==> config.mk <==
export PLATFORM = sky130hd
export DESIGN_NAME = branch_resolve_ctrl
export DESIGN_NICKNAME = d
export VERILOG_FILES = /design/src/rtl/branch_resolve_ctrl.sv
export SDC_FILE = /design/constraint.sdc
export NUM_CORES = 1
export LEC_CHECK = 0
export ABC_CLOCK_PERIOD_IN_PS = 8000
export CORE_MARGIN = 10
export CORE_UTILIZATION = 40
export CTS_BUF_LIST = sky130_fd_sc_hd__clkbuf_16
export CTS_CLUSTER_SIZE = 8
export DETAILED_ROUTE_END_ITERATION = 8
export PLACE_DENSITY_LB_ADDON = 0.3
export SKIP_LAST_GASP = 1
export SYNTH_ARGS = -nofsm -noshare
export SYNTH_HDL_FRONTEND = slang
export SYNTH_SLANG_ARGS = --single-unit
==> constraint.sdc <==
create_clock -name clock -period 8 [get_ports clock]
set_input_delay 1.6 -clock clock [delete_from_list [all_inputs] [get_ports clock]]
set_output_delay 1.6 -clock clock [all_outputs]
set_load 0.05 [all_outputs]
==> src/rtl/branch_resolve_ctrl.sv <==
// rtl/branch_resolve_ctrl.sv - correlated branch predictor resolve/update sequencer
module branch_resolve_ctrl #(
  parameter int DEPTH       = 4,
  parameter int PC_W        = 32,
  parameter int RECOVER_CYC = 2,
  parameter int CNT_W       = 16
) (
  input  logic                     clock,
  input  logic                     reset,
  input  logic                     d_valid,
  input  logic [PC_W-1:0]          d_pc,
  input  logic                     d_pred_taken,
  input  logic                     x_valid,
  input  logic [PC_W-1:0]          x_pc,
  input  logic                     x_taken,
  input  logic                     ext_flush,
  output logic                     stall_d,
  output logic                     upd_en,
  output logic [PC_W-1:0]          upd_pc,
  output logic                     upd_pred_taken,
  output logic                     upd_wrong,
  output logic                     mispredict_flush,
  output logic [$clog2(DEPTH):0]   q_count,
  output logic                     err,
  output logic [CNT_W-1:0]         stat_branches,
  output logic [CNT_W-1:0]         stat_mispredicts
);

  localparam int AW = $clog2(DEPTH);
  localparam int CW = AW + 1;
  localparam int RW = $clog2(RECOVER_CYC + 1);

  typedef enum logic [0:0] {ST_RUN, ST_RECOVER} state_t;

  state_t            state_q, state_d;
  logic [RW-1:0]     rcnt_q, rcnt_d;
  logic [AW-1:0]     head_q, head_d, tail_q, tail_d;
  logic [CW-1:0]     count_q, count_d;
  logic [PC_W-1:0]   mem_pc_q [DEPTH];
  logic              mem_pred_q [DEPTH];
  logic              upd_en_q, upd_en_d;
  logic [PC_W-1:0]   upd_pc_q, upd_pc_d;
  logic              upd_pred_q, upd_pred_d;
  logic              upd_wrong_q, upd_wrong_d;
  logic              flush_q, flush_d;
  logic              err_q, err_d;
  logic [CNT_W-1:0]  nbr_q, nbr_d, nmp_q, nmp_d;

  logic              in_run, pop, wrong, wr_en;
  logic [PC_W-1:0]   head_pc;
  logic              head_pred;

  assign head_pc   = mem_pc_q[head_q];
  assign head_pred = mem_pred_q[head_q];

  // Queue bookkeeping, resolution, recovery sequencing and statistics
  always_comb begin
    state_d     = state_q;
    rcnt_d      = rcnt_q;
    head_d      = head_q;
    tail_d      = tail_q;
    count_d     = count_q;
    upd_en_d    = 1'b0;
    flush_d     = 1'b0;
    upd_pc_d    = upd_pc_q;
    upd_pred_d  = upd_pred_q;
    upd_wrong_d = upd_wrong_q;
    err_d       = err_q;
    wr_en       = 1'b0;
    pop         = 1'b0;
    wrong       = 1'b0;
    in_run      = (state_q == ST_RUN);

    // Statistics follow the registered strobe; saturate instead of wrapping.
    nbr_d = (upd_en_q && (nbr_q != '1)) ? nbr_q + CNT_W'(1) : nbr_q;
    nmp_d = (upd_en_q && upd_wrong_q && (nmp_q != '1)) ? nmp_q + CNT_W'(1) : nmp_q;

    if (in_run && x_valid) begin
      if (count_q == '0) begin
        err_d = 1'b1;
      end else begin
        // A PC mismatch is flagged but the head entry is still retired.
        if (head_pc != x_pc) err_d = 1'b1;
        pop         = 1'b1;
        wrong       = (head_pred != x_taken);
        upd_en_d    = 1'b1;
        upd_pc_d    = head_pc;
        upd_pred_d  = head_pred;
        upd_wrong_d = wrong;
        flush_d     = wrong;
        head_d      = head_q + AW'(1);
      end
    end

    // Wrong-path pushes (mispredict or external flush) are silently discarded.
    if (in_run && d_valid && !ext_flush && !wrong) begin
      if ((count_q != CW'(DEPTH)) || pop) begin
        wr_en  = 1'b1;
        tail_d = tail_q + AW'(1);
      end else begin
        err_d = 1'b1;
      end
    end

    count_d = count_q + CW'(wr_en) - CW'(pop);

    case (state_q)
      ST_RUN: begin
        if (wrong) begin
          state_d = ST_RECOVER;
          rcnt_d  = RW'(RECOVER_CYC - 1);
        end
      end
      ST_RECOVER: begin
        if (rcnt_q == '0) state_d = ST_RUN;
        else              rcnt_d  = rcnt_q - RW'(1);
      end
      default: state_d = ST_RUN;
    endcase

    if (wrong || ext_flush) begin
      head_d  = '0;
      tail_d  = '0;
      count_d = '0;
    end

    if (ext_flush) begin
      state_d = ST_RUN;
      rcnt_d  = '0;
    end
  end

  // Control and output registers with synchronous reset
  always_ff @(posedge clock) begin
    if (reset) begin
      state_q     <= ST_RUN;
      rcnt_q      <= '0;
      head_q      <= '0;
      tail_q      <= '0;
      count_q     <= '0;
      upd_en_q    <= 1'b0;
      upd_pc_q    <= '0;
      upd_pred_q  <= 1'b0;
      upd_wrong_q <= 1'b0;
      flush_q     <= 1'b0;
      err_q       <= 1'b0;
      nbr_q       <= '0;
      nmp_q       <= '0;
    end else begin
      state_q     <= state_d;
      rcnt_q      <= rcnt_d;
      head_q      <= head_d;
      tail_q      <= tail_d;
      count_q     <= count_d;
      upd_en_q    <= upd_en_d;
      upd_pc_q    <= upd_pc_d;
      upd_pred_q  <= upd_pred_d;
      upd_wrong_q <= upd_wrong_d;
      flush_q     <= flush_d;
      err_q       <= err_d;
      nbr_q       <= nbr_d;
      nmp_q       <= nmp_d;
    end
  end

  // Queue payload storage; validity is tracked by the pointers alone
  always_ff @(posedge clock) begin
    if (wr_en && !reset) begin
      mem_pc_q[tail_q]   <= d_pc;
      mem_pred_q[tail_q] <= d_pred_taken;
    end
  end

  assign stall_d          = (state_q == ST_RUN) && (count_q == CW'(DEPTH));
  assign upd_en           = upd_en_q;
  assign upd_pc           = upd_pc_q;
  assign upd_pred_taken   = upd_pred_q;
  assign upd_wrong        = upd_wrong_q;
  assign mispredict_flush = flush_q;
  assign q_count          = count_q;
  assign err              = err_q;
  assign stat_branches    = nbr_q;
  assign stat_mispredicts = nmp_q;

endmodule

# After elaboration in Yosys (flattened, before gate mapping)
# Memory sizes are Yosys's and may differ from the RTL's. A register that Yosys moved wholly into a read port is not among the register bits.
# Cells that the tools add are included.
totals:
  n_memories: 2
  ram_bits: 132
  inputBits: 71
  latch_bits: 0
  romBits: 0
  out_inout_bits: 73
  wordCells: 76
  regBits: 79
op_classes:
  reduce_logical: 21
  eq_ne: 8
  magnitude_cmp: 0
  add_sub_neg: 7
  muxes: 23
  mul: 0
  bitwise: 2
  shifts: 0
  div_mod_pow: 0
mem_list:
  columns: ["memory", "words", "word_bits", "rd", "rd_ports_with_merged_regs", "wr", "line_no", "source"]
  rows:
  - ["mem_pc_q", 4, 32, 1, 1, 1, "39", "logic [PC_W-1:0] mem_pc_q [DEPTH];"]
  - ["mem_pred_q", 4, 1, 1, 1, 1, "40", "logic mem_pred_q [DEPTH];"]
op_table:
  columns: ["operator", "n"]
  rows:
  - ["adder 16 x 1 -> 16 bit (second input constant)", 2]
  - ["inequality test 16 bit (second input constant)", 2]
  - ["inequality test 32 bit", 1]
  - ["two-way mux 1 bit", 15]
  - ["two-way mux 2 bit", 6]
  - ["logical AND 1 bit", 9]
  - ["AND reduction 2 bit", 3]
  - ["adder 2 x 1 -> 2 bit (second input constant)", 2]
  - ["inequality test 2 bit (second input constant)", 2]
  - ["case mux 2 bit (2 select lines)", 1]
  - ["OR reduction 2 bit", 2]
  - ["adder 3 x 1 -> 3 bit", 1]
  - ["equality test 3 bit (second input constant)", 1]
  - ["logical NOT 1 bit", 3]
  - ["logical NOT 3 bit", 1]
  - ["inequality test 3 bit (second input constant)", 1]
  - ["subtractor 3 x 1 -> 3 bit", 1]
  - ["logical NOT 2 bit", 1]
  - ["logical OR 1 bit", 2]
  - ["NOT 1 bit", 2]
  - ["case mux 1 bit (2 select lines)", 1]
  - ["subtractor 2 x 1 -> 2 bit (second input constant)", 1]
  - ["inequality test 1 bit", 1]

# Depth between registers and ports, before layout
# Gate-level depths: netlist of the first run.
depth:
  word_depth: 9
  depth_mapped: 11
  mapped_depth_nobuf: 10

# Worst setup path after synthesis of the first run
# Ideal clock, no wire load.
synth_path:
  kind: "input to register"
  startpoint: "input port ext_flush"
  endpoint: "memory mem_pc_q[0][0], enable pin"
  stages: 5
  setup_slack_ps: 4278
  setup_time_ps: 393
  t_required_ps: 7607
  n_path_buf: 0
  arrival_ps: 3329
  cell_sequence: "nor3b_1 a21boi_0 o21ai_0 nor2_1 and2_1"
synth_between:
  elab_chain_cells: 7
synth_rtl:
  columns: ["element", "line_no", "source"]
  rows:
  - ["start: declaration", "16", "input logic ext_flush,"]
  - ["logical NOT 1 bit", "96", "if (in_run && d_valid && !ext_flush && !wrong) begin"]
  - ["logical AND 1 bit (2 in series)", "96", null]
  - ["two-way mux 1 bit", "96", null]
  - ["logical AND 1 bit", "168", "if (wr_en && !reset) begin"]
  - ["two-way mux 1 bit", "168", null]
  - ["two-way mux 1 bit (implied by the code)", "169", "mem_pc_q[tail_q] <= d_pc;"]
  - ["end: declaration", "39", null]
# Every way passes these cells.

# Final worst setup path of the first run
layout_path:
  startpoint: "input port x_valid"
  endpoint: "memory mem_pc_q[0][18], enable pin"
layout_between:
  elab_chain_cells: 8
  elab_cells_between_ends: 11
  cone_classes: "6 x mux; 5 x reduce/logical"
layout_rtl:
  columns: ["element", "line_no", "source"]
  rows:
  - ["start: declaration", "13", "input logic x_valid,"]
  - ["logical AND 1 bit (*)", "78", "if (in_run && x_valid) begin"]
  - ["two-way mux 1 bit (on tied branches)", null, null]
  - ["logical OR 1 bit or logical NOT 1 bit (tied branches)", "97, 96", null]
  - ["two-way mux 1 bit or logical AND 1 bit (tied branches)", "97, 96", null]
  - ["two-way mux 1 bit (*)", "96", null]
  - ["logical AND 1 bit (*)", "168", null]
  - ["two-way mux 1 bit (*)", "168", null]
  - ["two-way mux 1 bit (implied by the code) (*)", "169", null]
# Mark *: on every way between the ends. The rest lies on a longest branch, timed or not.

==> reports/qor.yml, run 1 <==
fmax_ghz: 0.237
layout-drive-gt1-share_pct: 9.82
grt_pass1_wl_um: 32700
grt_setup_unrepaired: "no"
synth_async_sr_flop_share_pct: 0
num_vias: 5604
slew_headroom_pct: 40.1
setup_violations: 0
maxSlewViolCount: 0
overflow: 0
antenna_found_initial: 0
finalHoldViolations: 0
core_area_um2: 21200
yosys_warnings: 0
placedInstanceArea_um2: 10400
hp-class: "flip-flop to flip-flop"
nFillCells: 1830
worst_pin_slew_ns: 0.898
finalCritPeriodShare_pct: 52.8
maxCapViolations: 0
cp_max_fo: 40
grt_pass1_vias: 5847
netlist_instances: 645
port_buffers: 143
layout_common_cells: "142 x clkdlybuf4s50_1, 132 x edfxtp_1, 79 x dfxtp_1, 78 x nand2_1"
core.rowCount: 53
die_h_um: 167
final_cell_area_um2: 11200
critPathCaptureType: "flip-flop"
drc: 0
insertion_delay_ns: 0.56
worstSetupPathType: "primary input to flip-flop"
yosysUniqueCellTypes: 46
cts_root_buf: "clkbuf_16"
vdd_drop_max_uv: 151
cts.htree.levels: 1
drtPass1Iterations: 4
ant_nets: 0
dieArea_um2: 28000
clock-sinks: 213
cts_buffers: 30
final_util_pct: 52.9
grt_max_degree: 75
tns_ns: 0
fp.dieW_um: 167
wl_per_cell_um: 18.8
drt-vias-per-instance: 5.14
power.leakage_nw: 3.71
final_common_cell: "clkdlybuf4s50_1"
syn_nets: 725
postSynthAreaPerCell_um2: 13.5
grt_usage_pct: 14.2
final_cells: 1090
status: "completed"
start_util_pct: 40.9
synth-seq-area-share_pct: 64.3
clockBufferDepth: 3
min_period_ns: 4.22
syn2layout_area_growth_pct: 29.3
cts_resized: 0
synth_seq_cells: 213
seq_area_um2: 5590
cts_tree: "built"
clock_skew_ns: 0.0401
cp-start-kind: "primary input"
dp_cells: 1038
path_clk_slew_ns: 0.05
n_antenna_cell: 0
synthFlopType: "edfxtp_1"
power.density_nw_per_um2: 223
pin_count: 144
arrival_ns: 4.37
multi_input_area_um2: 2940
syn_area_um2: 8690
synth-edff-count: 132
place_hpwl_um: 13900
wirelength_um: 20500
r2r_slack_ns: 4.41
drtIter0Drc: 363
gp_congestion: 0.771
postCtsSetupRepairBufs: 0
cp.required_ns: 8.15
hold_buffers: 0
fin_nets: 875
area by class of cell:
type | instances | area share (%)
Tap cell | 275 | 3.06
Sequential cell | 213 | 49.7
Multi-Input combinational cell | 391 | 26.2
Timing Repair Buffer | 147 | 13.0
Clock inverter | 22 | 0.980
Inverter | 12 | 0.401
Clock buffer | 30 | 6.68
worst max-delay path, stage by stage:
cell	delay, ns
clkdlybuf4s50_1	0.43
nand2b_1	0.17
or2_2	0.72
o21ai_0	0.40
nor2_1	0.26
and2_2	0.78
Yosys cell counts, types with 8 or more instances:
master | number | area [µm²]
edfxtp_1 | 132 | 3960
and2_1 | 9 | 56.3
o21ai_0 | 9 | 45.0
mux4_2 | 29 | 653
buf_2 | 9 | 45.0
dfxtp_1 | 81 | 1620
mux2i_1 | 15 | 150
xnor2_1 | 32 | 280
nand4_1 | 11 | 68.8
nand2_1 | 78 | 293
inv_1 | 12 | 45.0
nand3_1 | 10 | 50.1
nor2_1 | 42 | 158
ha_1 | 8 | 100
clkbuf_1 | 19 | 71.3
o2111ai_1 | 8 | 70.1
a21oi_1 | 41 | 205
xor2_1 | 25 | 219
power by group:
| part | switching, mW | leakage [nW] | internal, mW |
|---|---|---|---|
| logic | 0.111 | 1.37 | 0.0813 |
| clock network | 0.451 | 0.492 | 0.669 |
| registers | 0.00909 | 1.85 | 1.19 |
| total | 0.571 | 3.71 | 1.94 |
sequential cells by signal (all words and copies together) (netlist names), named ones only:
name              flops
head_q                2
upd_pred_taken        1
upd_en                1
q_count               3
upd_wrong             1
mispredict_flush      1
tail_q                2
state_q               1
err                   1
stat_mispredicts     16
rcnt_q                2
mem_pc_q            128
mem_pred_q            4
stat_branches        16
upd_pc               32
worst paths after layout:
| kind | start | end | depth (start not counted) |
|---|---|---|---|
| max | x_valid | mem_pc_q[0][18] | 6 |
| min | upd_pc[0] | upd_pc[0] | 2 |
| max reg2reg | flip-flop | mem_pc_q[0][18] | 6 |
| min reg2reg | upd_pc[0] | upd_pc[0] | 2 |
stage by stage:
stage | power [mW] | hold slack, ns | setup WS, ns
global placement | 1.41 | 0.440 | 3.27
detailed placement | 1.41 | 0.445 | 3.21
finish | 2.51 | 0.450 | 3.78
floorplan | 1.32 | 0.448 | 4.28
global route | 2.59 | 0.462 | 3.41
CTS | 2.53 | 0.451 | 3.75
logic make-up (layout without fill, tap and decap cells):
group,count (synthesis),count (layout),synth area share (%)
flops,213,213,64.3
compound gates,84,84,6.09
buf+inv,41,211,1.99
simple gates,193,193,10.6
fa+ha+maj,9,9,1.38
xor+xnor,57,57,5.75
mux,48,48,9.94
per-layer routing:
layer  part of all wire, %  global-route usage, %  up-vias
met3                   6.1                   3.65       30
met2                    47                   22.9      174
met4                   2.2                   3.86        0
li1                      -                      -     2690
met5                     0                      0        -
met1                    45                   18.4     2710
Note: power is estimated with default switching activity, not from simulation.
==> run 2: changes to the inputs <==
Settings changed: ABC_CLOCK_PERIOD_IN_PS 8000 to 3500.
Clock period 8 ns to 3.5 ns, I/O delays scaled along.
==> run 2 against run 1 <==
Effect of this change: utilization rose by 0.62 points; largest power group unchanged; flip-flop and latch count did not move; total power rose by 130%; largest cell class unchanged.
==> reports/qor.yml, run 2 (synthesis gave the netlist of run 1 again) <==
core_area_um2: 21200  # unchanged
hold_buffers: 0  # unchanged
status: "completed"
fp.dieW_um: 167  # unchanged
cts_root_buf: "clkbuf_16"
cts_resized: 0  # unchanged
worstSetupPathType: "flip-flop to output pin"
total_power_mw: 5.73  # +130%
tns_ns: 0  # unchanged
grt_pass1_vias: 5872  # +0.43%
die_h_um: 167  # unchanged
insertion_delay_ns: 0.55  # about the same
path_clk_slew_ns: 0.05  # about the same
grt_usage_pct: 14.5  # +0.37 points
clock_skew_ns: 0.0332  # -0.00687 ns
cts_tree: "built"
rr_startpoint: "q_count[1]"
postCtsSetupRepairBufs: 0  # unchanged
finalCritPeriodShare_pct: 85.4
p_clk_share_pct: 44.5  # -0.2 points
vdd_drop_max_uv: 372  # +150%
fmax_ghz: 0.335
grt_setup_unrepaired: "no"
power.density_nw_per_um2: 504  # +130%
place_hpwl_um: 14700  # +5.9%
grt_max_degree: 50  # -33%
dp_worst_setup_slack_ns: 0.370  # -2.84 ns
wl_per_cell_um: 18.9  # +0.54%
holdPathEnd: "upd_pc[21]"
setup_violations: 0  # unchanged
min_path_cells: 2  # unchanged
clock-sinks: 213  # unchanged
wirelength_um: 20800  # +1.9%
clockBufferDepth: 3  # unchanged
drtPass1Iterations: 4  # unchanged
crit_start: "q_count[2]"
worstHoldStart: "upd_pc[21]"
start_util_pct: 40.9  # unchanged
r2r_slack_ns: 0.84  # -3.57 ns
cp-start-kind: "flip-flop"
largest_register_ffs: 128  # unchanged
p_sw_mw: 1.30  # +130%
multi_input_area_um2: 2940  # unchanged
grt_pass1_wl_um: 33100  # +1.5%
critPathSlowestCell: "clkdlybuf4s50_1"
r2r-end: "q_count[2]"
slew_headroom_pct: 54.2  # +14 points
num_vias: 5715  # +2.0%
layout-drive-gt1-share_pct: 11.2  # +1.4 points
layout_common_cells: "142 x clkdlybuf4s50_1, 132 x edfxtp_1, 79 x dfxtp_1, 78 x nand2_1"
power_frac_comb_pct: 7.8  # about the same
top_register: "mem_pc_q"
maxCapViolations: 0  # unchanged
met1_usage_pct: 19.4  # +0.92 points
max_stage_delay_ns: 0.82  # +0.04 ns
switching_share_pct: 22.7  # -0.077 points
nFillCells: 1778  # -2.8%
port_buffers: 143  # unchanged
cts.htree.levels: 1  # unchanged
final.setup.worst_slack_ns: 0.512  # -3.26 ns
fin_nets: 889  # +1.6%
drc: 0  # unchanged
antenna_found_initial: 1  # +1
final_common_cell: "clkdlybuf4s50_1"
core.rowCount: 53  # unchanged
met2_usage_pct: 22.6  # -0.28 points
maxSlewViolCount: 0  # unchanged
critPathCaptureType: "output pin"
grt_util_met3_pct: 4.21  # +0.56 points
drtIter0Drc: 404  # +11%
path_cells: "nor3b_1 > and2_1 > clkdlybuf4s50_1"
gp_congestion: 0.780  # +1.3%
syn2layout_area_growth_pct: 30.8
busiest_layer: "met2"
p_int_mw: 4.43  # +130%
pwr-share-seq_pct: 47.7  # about the same
worst_pin_slew_ns: 0.687  # -0.211 ns
cp.required_ns: 2.80  # -5.35 ns
pin_count: 144  # unchanged
overflow: 0  # unchanged
finalHoldViolations: 0  # unchanged
arrival_ns: 2.29  # -2.08 ns
hold_ws_ns: 0.454  # +0.00431 ns
power.leakage_nw: 3.78  # +2.0%
dieArea_um2: 28000  # unchanged
min_period_ns: 2.99
seq_area_um2: 5590  # unchanged
ant_nets: 0  # unchanged
drt-vias-per-instance: 5.17  # +0.60%
hp-class: "flip-flop to flip-flop"
cts_buffers: 30  # unchanged
reg2regPathDepth: 10  # +4
cp_max_fo: 4  # -90%
[run 2: power by group through the flow]
| stage | Sequential [mW] | Combinational, mW | Clock (mW) |
|---|---|---|---|
| 2_1_floorplan | 2.85 | 0.164 | 0 |
| 3_3_place_gp | 2.78 | 0.450 | 0 |
| 3_5_place_dp | 2.78 | 0.451 | 0 |
| 4_1_cts | 2.73 | 0.453 | 2.62 |
| 5_1_grt | 2.73 | 0.484 | 2.72 |
| 6_report | 2.73 | 0.449 | 2.55 |
[run 2: how the worst max path moves through the flow]
stage | depth (start not counted) | endpoint | slack [ns]
final | 3 | stall_d | 0.51
after CTS | 3 | stall_d | 0.48
after global placement | 11 | q_count[2] | 0.42
after detailed placement | 7 | mem_pc_q[3][18] | 0.37
after global routing | 3 | stall_d | 0.42
after floorplan | 6 | mem_pc_q[0][0] | 0.64
[run 2: stage by stage]
step / util (%) / instance area, µm² / std cells
after global routing: 53.5 / 11400 / 1104
after CTS: 53.5 / 11400 / 1104
after global placement: 49.5 / 10500 / 1052
after floorplan: - / 8690 / 645
after detailed placement: 49.5 / 10500 / 1052
final: 53.5 / 11400 / 1105
[run 2: cell type report]
cell class,instances,area share (%)
inverters,12,0.396
flip-flops and latches,213,49.2
clock inverters,22,0.958
repair buffers,161,14.0
clock buffers,30,6.61
multi-input cells,391,25.9
well taps,275,3.03
diodes,1,0.0220
[run 2: routing by layer]
| layer | routed length (µm) | vias up | part of all wire, % |
|---|---|---|---|
| li1 | - | 2726 | - |
| met1 | 9310 | 2745 | 45 |
| met2 | 9570 | 213 | 46 |
| met3 | 1550 | 31 | 7.4 |
| met4 | 422 | 0 | 2.0 |
| met5 | 0 | - | 0 |
[run 2: worst max-delay path, delay by kind of cell, from the launching register on]
family | cells | cell delay (ns)
buf+inv | 1 | 0.82
flops | 1 | 0.39
simple gates | 2 | 0.55
